==> src/rtl/pipe_ctrl_unit.sv <==
// In-order core control unit: decodes the ID opcode, carries the control bundle
// through ID/EX, EX/MEM and MEM/WB, and inserts load-use bubbles with flush support.
module pipe_ctrl_unit #(
   parameter int OPCODE_W         = 7,
   parameter int REG_ADDR_W       = 5,
   parameter int LOAD_USE_BUBBLES = 1,
   parameter int STALL_CNT_W      = 16
) (
   input  logic                   clk_i,
   input  logic                   reset_n_i,
   input  logic                   valid_i,
   input  logic [OPCODE_W-1:0]    opcode_i,
   input  logic [REG_ADDR_W-1:0]  rs1_i,
   input  logic [REG_ADDR_W-1:0]  rs2_i,
   input  logic [REG_ADDR_W-1:0]  rd_i,
   input  logic                   flush_i,
   output logic                   stall_o,
   output logic                   ex_reg_dest_o,
   output logic                   ex_mem_read_o,
   output logic [REG_ADDR_W-1:0]  ex_rd_o,
   output logic                   mem_mem_read_o,
   output logic                   mem_mem_write_o,
   output logic                   mem_load_o,
   output logic                   mem_store_o,
   output logic                   wb_reg_write_o,
   output logic                   wb_mem_to_reg_o,
   output logic [REG_ADDR_W-1:0]  wb_rd_o,
   output logic                   illegal_o,
   output logic [STALL_CNT_W-1:0] stall_cnt_o
);

   typedef struct packed {
      logic reg_dest;
      logic mem_read;
      logic mem_to_reg;
      logic mem_write;
      logic reg_write;
      logic load;
      logic store;
   } ctrl_t;

   typedef struct packed {
      ctrl_t                 ctrl;
      logic [REG_ADDR_W-1:0] rd;
      logic                  illegal;
   } ex_stage_t;

   typedef struct packed {
      logic                  mem_read;
      logic                  mem_write;
      logic                  load;
      logic                  store;
      logic                  reg_write;
      logic                  mem_to_reg;
      logic [REG_ADDR_W-1:0] rd;
   } mem_stage_t;

   typedef struct packed {
      logic                  reg_write;
      logic                  mem_to_reg;
      logic [REG_ADDR_W-1:0] rd;
   } wb_stage_t;

   typedef enum logic {S_IDLE, S_STALL} state_t;

   localparam logic [OPCODE_W-1:0] OP_ALU   = OPCODE_W'(7'b0010011);
   localparam logic [OPCODE_W-1:0] OP_LOAD  = OPCODE_W'(7'b0000011);
   localparam logic [OPCODE_W-1:0] OP_STORE = OPCODE_W'(7'b0100011);
   localparam logic [OPCODE_W-1:0] OP_NOP   = '0;
   localparam logic [1:0]          CNT_INIT = 2'(LOAD_USE_BUBBLES - 1);
   localparam bit                  MULTI_BUBBLE = (LOAD_USE_BUBBLES > 1);

   ctrl_t                  id_ctrl;
   logic                   id_illegal, use_rs1, use_rs2, hz, stall;
   state_t                 state_q, state_d;
   logic [1:0]             cnt_q, cnt_d;
   ex_stage_t              ex_q, ex_d;
   mem_stage_t             mem_q, mem_d;
   wb_stage_t              wb_q, wb_d;
   logic [STALL_CNT_W-1:0] stall_cnt_q, stall_cnt_d;

   // NOTE: every always_comb output gets a default first so no path infers a latch.
   always_comb begin
      id_ctrl    = '0;
      id_illegal = 1'b0;
      use_rs1    = 1'b0;
      use_rs2    = 1'b0;
      case (opcode_i)
         OP_ALU: begin
            id_ctrl.reg_dest  = 1'b1;
            id_ctrl.reg_write = 1'b1;
            use_rs1           = 1'b1;
         end
         OP_LOAD: begin
            id_ctrl.mem_read   = 1'b1;
            id_ctrl.mem_to_reg = 1'b1;
            id_ctrl.reg_write  = 1'b1;
            id_ctrl.load       = 1'b1;
            use_rs1            = 1'b1;
         end
         OP_STORE: begin
            id_ctrl.mem_write = 1'b1;
            id_ctrl.store     = 1'b1;
            use_rs1           = 1'b1;
            use_rs2           = 1'b1;
         end
         OP_NOP:  id_illegal = 1'b0;
         default: id_illegal = 1'b1;
      endcase
      if (rd_i == '0) id_ctrl.reg_write = 1'b0;
   end

   assign hz = valid_i && ex_q.ctrl.mem_read && (ex_q.rd != '0) &&
               ((use_rs1 && (rs1_i == ex_q.rd)) || (use_rs2 && (rs2_i == ex_q.rd)));

   always_comb begin
      state_d = state_q;
      cnt_d   = cnt_q;
      stall   = 1'b0;
      case (state_q)
         S_IDLE: begin
            stall = hz && !flush_i;
            if (stall && MULTI_BUBBLE) begin
               state_d = S_STALL;
               cnt_d   = CNT_INIT;
            end
         end
         S_STALL: begin
            stall = !flush_i;
            cnt_d = cnt_q - 2'd1;
            if (cnt_q == 2'd1) state_d = S_IDLE;
         end
         default: state_d = S_IDLE;
      endcase
      // A flush aborts any stall sequence regardless of state.
      if (flush_i) begin
         state_d = S_IDLE;
         cnt_d   = '0;
      end
   end

   always_comb begin
      ex_d = '0;
      if (valid_i && !stall && !flush_i) begin
         ex_d.ctrl    = id_ctrl;
         ex_d.rd      = rd_i;
         ex_d.illegal = id_illegal;
      end
      mem_d = '{mem_read:   ex_q.ctrl.mem_read,  mem_write: ex_q.ctrl.mem_write,
                load:       ex_q.ctrl.load,      store:     ex_q.ctrl.store,
                reg_write:  ex_q.ctrl.reg_write, mem_to_reg: ex_q.ctrl.mem_to_reg,
                rd:         ex_q.rd};
      wb_d  = '{reg_write: mem_q.reg_write, mem_to_reg: mem_q.mem_to_reg, rd: mem_q.rd};
      stall_cnt_d = (stall && !(&stall_cnt_q)) ? stall_cnt_q + STALL_CNT_W'(1) : stall_cnt_q;
   end

   // NOTE: state uses non-blocking assignments so every register samples pre-edge values.
   always_ff @(posedge clk_i or negedge reset_n_i) begin
      if (!reset_n_i) begin
         state_q     <= S_IDLE;
         cnt_q       <= '0;
         ex_q        <= '0;
         mem_q       <= '0;
         wb_q        <= '0;
         stall_cnt_q <= '0;
      end else begin
         state_q     <= state_d;
         cnt_q       <= cnt_d;
         ex_q        <= ex_d;
         mem_q       <= mem_d;
         wb_q        <= wb_d;
         stall_cnt_q <= stall_cnt_d;
      end
   end

   assign stall_o         = stall;
   assign ex_reg_dest_o   = ex_q.ctrl.reg_dest;
   assign ex_mem_read_o   = ex_q.ctrl.mem_read;
   assign ex_rd_o         = ex_q.rd;
   assign illegal_o       = ex_q.illegal;
   assign mem_mem_read_o  = mem_q.mem_read;
   assign mem_mem_write_o = mem_q.mem_write;
   assign mem_load_o      = mem_q.load;
   assign mem_store_o     = mem_q.store;
   assign wb_reg_write_o  = wb_q.reg_write;
   assign wb_mem_to_reg_o = wb_q.mem_to_reg;
   assign wb_rd_o         = wb_q.rd;
   assign stall_cnt_o     = stall_cnt_q;

endmodule

==> config.mk <==
export PLATFORM = sky130hd
export DESIGN_NAME = pipe_ctrl_unit
export DESIGN_NICKNAME = d
export VERILOG_FILES = /design/src/rtl/pipe_ctrl_unit.sv
export SDC_FILE = /design/constraint.sdc
export NUM_CORES = 1
export LEC_CHECK = 0
export ABC_AREA = 1
export CORE_MARGIN = 3
export CORE_UTILIZATION = 51
export DETAILED_ROUTE_END_ITERATION = 10
export PLACE_DENSITY = 0.93
export SLEW_MARGIN = 15
export SYNTH_ARGS = -nofsm -noshare
export SYNTH_HDL_FRONTEND = slang
export SYNTH_SLANG_ARGS = --single-unit
==> constraint.sdc <==
create_clock -name clk_i -period 3.2 [get_ports clk_i]
set_clock_uncertainty 0.15 [all_clocks]
set_input_delay 0.32 -clock clk_i [delete_from_list [all_inputs] [get_ports clk_i]]
set_output_delay 0.32 -clock clk_i [all_outputs]
set_load 0.05 [all_outputs]
==> summary.txt, run 1 <==
Yosys
  • Post-synthesis sequential area ratio: 0.517
  • Yosys top cell by area: dfrtp_1
  • Yosys warnings: 0
  • Async SR Flop Fraction: 1.00
  • Yosys reg bits: 44
  • Area of the mapped netlist: about 2100 um^2
  • Top cells by count, synth: nand2_1 (64), dfrtp_1 (44), nor2_1 (29)
  • Post-synth EDFFs: 0
  • Post-Syn Nets: 266
  • Syn Area/Cell: 8.95 um^2
  • Synth top area share: 0.517
  • Top area cells in the synthesized netlist: dfrtp_1 (52%), nand2_1 (11%), nor2_1 (5.1%), nand4_1 (5.0%), xor2_1 (4.9%)
  • Count leader, synth: nand2_1
  • Synth cell types: 23
  • Cell count after synthesis: 238
  • Ys flop type: dfrtp_1

Finish
  • N_diodes: 0
  • Final Net Count: roughly 320
  • Share of cells above drive strength 1: 0.0441
  • Fin cells: between 300 and 400
  • Layout area overhead: 32.0%

Clocking
  • Setup bufs post-CTS: 0
  • Hold Buf Count CTS: 0
  • Worst skew pair latency: around 0.28 ns
  • CTS tree: built
  • CTS Root Cell: clkbuf_8
  • Clk sink count: between 40 and 50
  • CTS Buf Count: 5
  • Post-cts gate resize count: 0
  • Clock tree buffer depth: 2
  • Reg clk slew, reported paths: 0.07 ns
  • # H-tree levels: 2

Setup path
  • Top fanout value on the critical path: 4
  • Worst-path cell chain: clkdlybuf4s50_1, inv_1, nand3_1, a21oi_1, nand3_1, nand2_1, nand2_1, a21oi_1, buf_4
  • CP delay by family, top: buffers and inverters
  • Critical path class: input pin to output pin
  • Setup crit start kind: input pin
  • Slowest cell on the critical path: clkdlybuf4s50_1
  • Largest stage delay, worst path: 0.40 ns
  • WP data arrival: 1.91 ns
  • Crit path buffers/inverters: 3
  • Required time worst endpoint: 2.73 ns
  • Setup crit end kind: output pin

Pwr
  • Pwr Density: roughly 370 nW/um^2
  • Pleak: 0.00135 uW
  • Worst vdd ir: 0.000227 V

Detailed routing
  • Post-route DRC: 0
  • Via density: 5.33
  • Post-route ant nets: 0
  • Via count: 1829
  • Routed WL per cell: 14.7 um
  • DRT Pass-1 Iters: 4
  • WL final: 5050 um
  • Drt initial violations: 198

Floorplan
  • Num ports: 62
  • Die Span Y: 70.6 um
  • Starting Density: 0.553
  • Row cnt: 22
  • Core ar.: between 3000 and 4000 um^2
  • Die Width: 70.6 um
  • Die area: 4990 um^2

Global route
  • First-pass GRT wire length: 8260 um
  • GRT Overall Usage: 0.208
  • Vias in the first global route: approximately 1800
  • Grt met1 use: 0.247
  • Met3 Usage GRT: 0.0355
  • GR Util met2: 0.375
  • Largest net degree at the start of global routing: 45
  • Gr busiest metal: met2
  • Antenna violations before repair: 0
  • Overflow after GRT: 0

Timing
  • Final setup violation count: 0
  • Share of the clock period used by the worst path: 0.743
  • Slew @ Worst Pin: 0.934 ns
  • Final setup TNS: 0 ns
  • Min cycle time layout: 2.38 ns
  • Slew headroom: 0.377
  • Final hold vios: 0
  • RSZ-0062 raised after global routing: false
  • Slew Limit Fails: 0
  • Max Fclk: 421 MHz

Min path
  • Worst hold path type: input pin to asynchronous set/reset pin

Place
  • Port bufs: 61
  • GP Congestion: 0.880
  • Dpl hpwl: 3750 um
  • Placed cell count: approximately 340

Status
  • Outcome: complete, no violations

Flow run
  • # Max-Cap Violations: 0
==> power by group <==
group	switching [uW]	internal [uW]	leakage, uW	total (uW)
logic	58.8	46.6	0.000698	105
clock network	168	192	0.0000503	360
registers	6.45	564	0.000606	570
total	234	802	0.00135	1040
==> per-layer routing <==
layer / vias up / routed length (um)
met3: 11 / 324
li1: 872 / -
met4: 0 / 105
met2: 77 / 2690
met5: - / 0
met1: 869 / 1930
==> sequential cells by signal (all words and copies together), names as in the netlist <==
name,cells
mem_q,6
mem_load_o,1
ex_rd_o,5
cnt_q,2
wb_mem_to_reg_o,1
state_q,1
wb_reg_write_o,1
stall_cnt_o,16
wb_rd_o,5
mem_mem_write_o,1
ex_q,3
ex_reg_dest_o,1
illegal_o,1
==> path summary, 6_finish.rpt <==
path,slack (ns),startpoint,depth (start not counted),end
worst max-delay path,0.82,opcode_i[6],9,stall_o
worst min-delay path,0.02,reset_n_i,1,ex_rd_o[4]
worst max register to register,1.09,stall_cnt_o[1],7,stall_cnt_o[12]
worst min register to register,0.20,mem_q[3],0,wb_rd_o[3]
max in group asynchronous,2.29,reset_n_i,1,wb_rd_o[0]
min in group clk_i,0.20,mem_q[3],0,wb_rd_o[3]
==> worst register-to-register path: cells and delay by family (launching register included) <==
family	cells	cell delay, ns
fa+ha+maj	1	0.21
simple gates	6	1.27
flops	1	0.42
==> per-stage QoR <==
stage	hold slack, ns	power [uW]	cell area (um^2)	utilization	worst slack (ns)
2_1_floorplan	-0.126	629	2130	-	0.986
3_3_place_gp	0.182	683	2720	0.705	0.861
3_5_place_dp	0.186	687	2720	0.705	0.817
4_1_cts	0.0548	1040	2810	0.730	0.827
5_1_grt	0.0972	1070	2810	0.730	0.701
6_report	0.0229	1040	2810	0.730	0.824
==> cell usage in the layout (no fill, tap or decap), types with 2 or more instances in the layout <==
cell type / synthesis / final
clkdlybuf4s50_1: 0 / 59
nor3_1: 7 / 7
nor2_1: 29 / 29
inv_1: 19 / 19
nand4_1: 17 / 17
clkbuf_8: 0 / 7
xnor2_1: 11 / 11
a21oi_1: 2 / 2
nand2_1: 64 / 64
nand3_1: 12 / 12
xor2_1: 12 / 12
dfrtp_1: 44 / 44
ha_1: 2 / 2
==> cells by family (layout without fill, tap and decap cells) <==
family          after synthesis  after routing  share of synthesized area
buf+inv                      31             88                     0.0716
compound gates                4              4                     0.0106
flops                        44             44                      0.517
fa+ha+maj                     2              2                     0.0117
simple gates                134            134                      0.295
xor+xnor                     23             23                     0.0945
==> final cells by class <==
type / instances / area (um^2)
Clock buffer: 7 / 96.3
Fill cell: 262 / 1040
Inverter: 20 / 75.1
Multi-Input combinational cell: 163 / 877
Sequential cell: 44 / 1100
Tap cell: 48 / 60.1
Timing Repair Buffer: 61 / 603
Note: power is estimated with default switching activity, not from simulation.
==> run 2: changes to the inputs <==
--- a/config.mk
+++ b/config.mk
@@ -7,9 +7,9 @@
 export LEC_CHECK = 0
 export ABC_AREA = 1
 export CORE_MARGIN = 3
-export CORE_UTILIZATION = 51
+export CORE_UTILIZATION = 47
 export DETAILED_ROUTE_END_ITERATION = 10
-export PLACE_DENSITY = 0.93
+export PLACE_DENSITY = 0.87
 export SLEW_MARGIN = 15
 export SYNTH_ARGS = -nofsm -noshare
 export SYNTH_HDL_FRONTEND = slang
==> constraint.sdc (replaced) <==
create_clock -name clk_i -period 2.4 [get_ports clk_i]
set_clock_uncertainty 0.15 [all_clocks]
set_input_delay 0.24 -clock clk_i [delete_from_list [all_inputs] [get_ports clk_i]]
set_output_delay 0.24 -clock clk_i [all_outputs]
set_load 0.05 [all_outputs]
==> summary.txt, run 2 (synthesis gave the netlist of run 1 again) <==
Setup path
  • Critical path depth: 10 (was 9)
  • Slowest cell on the critical path: dfrtp_1 (was clkdlybuf4s50_1)
  • Reg2Reg Depth: 7 (unchanged)
  • Crit path to: stall_o (unchanged)
  • Worst-path cell chain: inv_1, nand2_1, nand2_1, nand2_1, nor2_1, nand3_1, nand2_1, nand2_1, a21oi_2, buf_12 (was clkdlybuf4s50_1, inv_1, nand3_1, a21oi_1, nand3_1, nand2_1, nand2_1, a21oi_1, buf_4)
  • CP delay by family, top: simple AND/OR/NAND/NOR gates (was buffers and inverters)
  • Setup crit end kind: output pin (unchanged)
  • CP startpoint: ex_rd_o[1] (was opcode_i[6])
  • FF-to-FF End: stall_cnt_o[3] (was stall_cnt_o[12])
  • R2R setup slack: 0.34 ns (was 1.09 ns)
  • WP data arrival: 1.81 ns (was 1.91 ns)
  • Critical path class: flop to output pin (was input pin to output pin)
  • Top fanout value on the critical path: 6 (was 4)
  • Required time worst endpoint: 2.01 ns (was 2.73 ns)
  • Setup crit start kind: flop (was input pin)
  • Most frequent CP cell: nand2_1
  • Largest stage delay, worst path: 0.47 ns (was 0.40 ns)
  • RR Startpoint: stall_cnt_o[1] (unchanged)
  • Crit path buffers/inverters: 2 (was 3)

Global route
  • Antenna violations before repair: 0 (unchanged)
  • GRT Overall Usage: 0.186 (was 0.208)
  • Vias in the first global route: 1680 (was 1756)
  • Overflow after GRT: 0 (unchanged)
  • Largest net degree at the start of global routing: 29 (was 45)
  • First-pass GRT wire length: 7750 um (was 8260 um)

Timing
  • Slew headroom: 0.610 (was 0.377)
  • Slew @ Worst Pin: 0.584 ns (was 0.934 ns)
  • RSZ-0062 raised after global routing: false (unchanged)
  • Max Fclk: 455 MHz
  • Slew Limit Fails: 0 (unchanged)
  • Final setup violation count: 0 (unchanged)
  • Final hold vios: 0 (unchanged)
  • Share of the clock period used by the worst path: 0.917
  • Final setup TNS: 0 ns (unchanged)
  • Min cycle time layout: 2.20 ns

Finish
  • Fill count: 321 (was 262)
  • N_diodes: 0 (unchanged)
  • Most frequent cells in the layout: nand2_1 (64), clkdlybuf4s50_1 (59), dfrtp_1 (44) (unchanged)
  • Number of flip-flops under the largest register name: 16 (unchanged)
  • Commonest non-fill, non-tap cell in the layout: nand2_1 (unchanged)
  • Share of cells above drive strength 1: 0.0631 (was 0.0441)
  • Final Net Count: 328 (was 323)
  • Fin area: 2890 um^2 (was 2810 um^2)
  • Layout area overhead: 35.6% (was 32.0%)

Floorplan
  • Die Span Y: 73.3 um (was 70.6 um)
  • Die area: 5380 um^2 (was 4990 um^2)
  • Num ports: 62 (unchanged)
  • Row cnt: 23 (was 22)
  • Core ar.: 4170 um^2 (was 3850 um^2)
  • Starting Density: 0.511 (was 0.553)
  • Die Width: 73.3 um (was 70.6 um)

Clocking
  • Clk sink count: 44 (unchanged)
  • CTS tree: built (unchanged)
  • # H-tree levels: 2 (unchanged)
  • Clock tree buffer depth: 2 (unchanged)
  • Reg clk slew, reported paths: 0.08 ns (was 0.07 ns)
  • Worst skew pair latency: 0.30 ns (was 0.28 ns)
  • CTS Root Cell: clkbuf_8 (unchanged)
  • CTS Buf Count: 5 (unchanged)

Detailed routing
  • Post-route DRC: 0 (unchanged)
  • DRT Pass-1 Iters: 4 (unchanged)
  • Via density: 5.10 (was 5.33)
  • Post-route ant nets: 0 (unchanged)
  • WL final: 4660 um (was 5050 um)
  • Routed WL per cell: 13.3 um (was 14.7 um)
  • Drt initial violations: 172 (was 198)
  • Via count: 1789 (was 1829)

Place
  • GP Congestion: 0.913 (was 0.880)
  • Dpl cell area: 2760 um^2 (was 2720 um^2)
  • Port bufs: 61 (unchanged)
  • Dpl hpwl: 3520 um (was 3750 um)

Pwr
  • Worst vdd ir: 0.000264 V (was 0.000227 V)
  • Pwr Density: 513 nW/um^2 (was 368 nW/um^2)
  • Pleak: 0.00139 uW (was 0.00135 uW)
  • Clk pwr share: 0.389 (was 0.348)
  • Internal Power: 1130 uW (was 802 uW)
  • Comb pwr share: 0.099 (was 0.102)
  • Switching power: 351 uW (was 234 uW)
  • Seq pwr share: 0.512 (was 0.550)
  • Switch share: 0.237 (was 0.225)

Flow run
  • # Max-Cap Violations: 0 (unchanged)

Min path
  • Worst hold path type: flop to flop (was input pin to asynchronous set/reset pin)

Status
  • Outcome: complete, no violations (unchanged)
## run 2: what timing repair did
| item | in CTS | in global routing |
|---|---|---|
| endpoints found under the setup margin | 0 | 1 |
| endpoints found under the hold margin | 26 | 0 |
| setup buffers | 0 | 0 |
| gates resized for setup | 0 | 1 |
| hold buffers | 1 | 0 |
## run 2: layout make-up
class	count	area [um^2]	area share
Clock buffer	5	68.8	0.0238
Clock inverter	3	46.3	0.0160
Inverter	20	75.1	0.0260
Multi-Input combinational cell	163	881	0.305
Sequential cell	44	1100	0.381
Tap cell	50	62.6	0.0216
Timing Repair Buffer	66	656	0.227
## run 2: metrics by stage
step	setup WS, ns	hold WS, ns	total power [uW]	std cells	util
floorplan	0.245	-0.206	838	238	-
global placement	0.233	0.127	916	342	0.662
detailed placement	0.167	0.133	921	342	0.662
CTS	0.147	0.204	1490	351	0.692
global route	0.00861	0.220	1540	351	0.693
finish	0.200	0.202	1480	351	0.693
## run 2: power by group through the flow
stage | clock, uW | combinational [uW] | sequential, uW
finish | 576 | 147 | 759
global route | 617 | 159 | 761
CTS | 582 | 148 | 759
detailed placement | 0 | 147 | 774
global placement | 0 | 143 | 773
floorplan | 0 | 50.3 | 788
## run 2: worst min-delay path by stage
stage                    from         end  cells past startpoint
floorplan           reset_n_i    cnt_q[0]                      0
global placement    reset_n_i   illegal_o                      1
detailed placement  reset_n_i   illegal_o                      1
CTS                  mem_q[2]  wb_rd_o[2]                      0
global route         mem_q[3]  wb_rd_o[3]                      0
finish               mem_q[0]  wb_rd_o[0]                      0
## run 2: metal layers
layer,GRT usage,up-vias,wire [um]
met3,0.0369,5,274
met1,0.249,841,1960
met4,0.0483,0,51
met5,0,-,0
li1,-,882,-
met2,0.308,61,2370
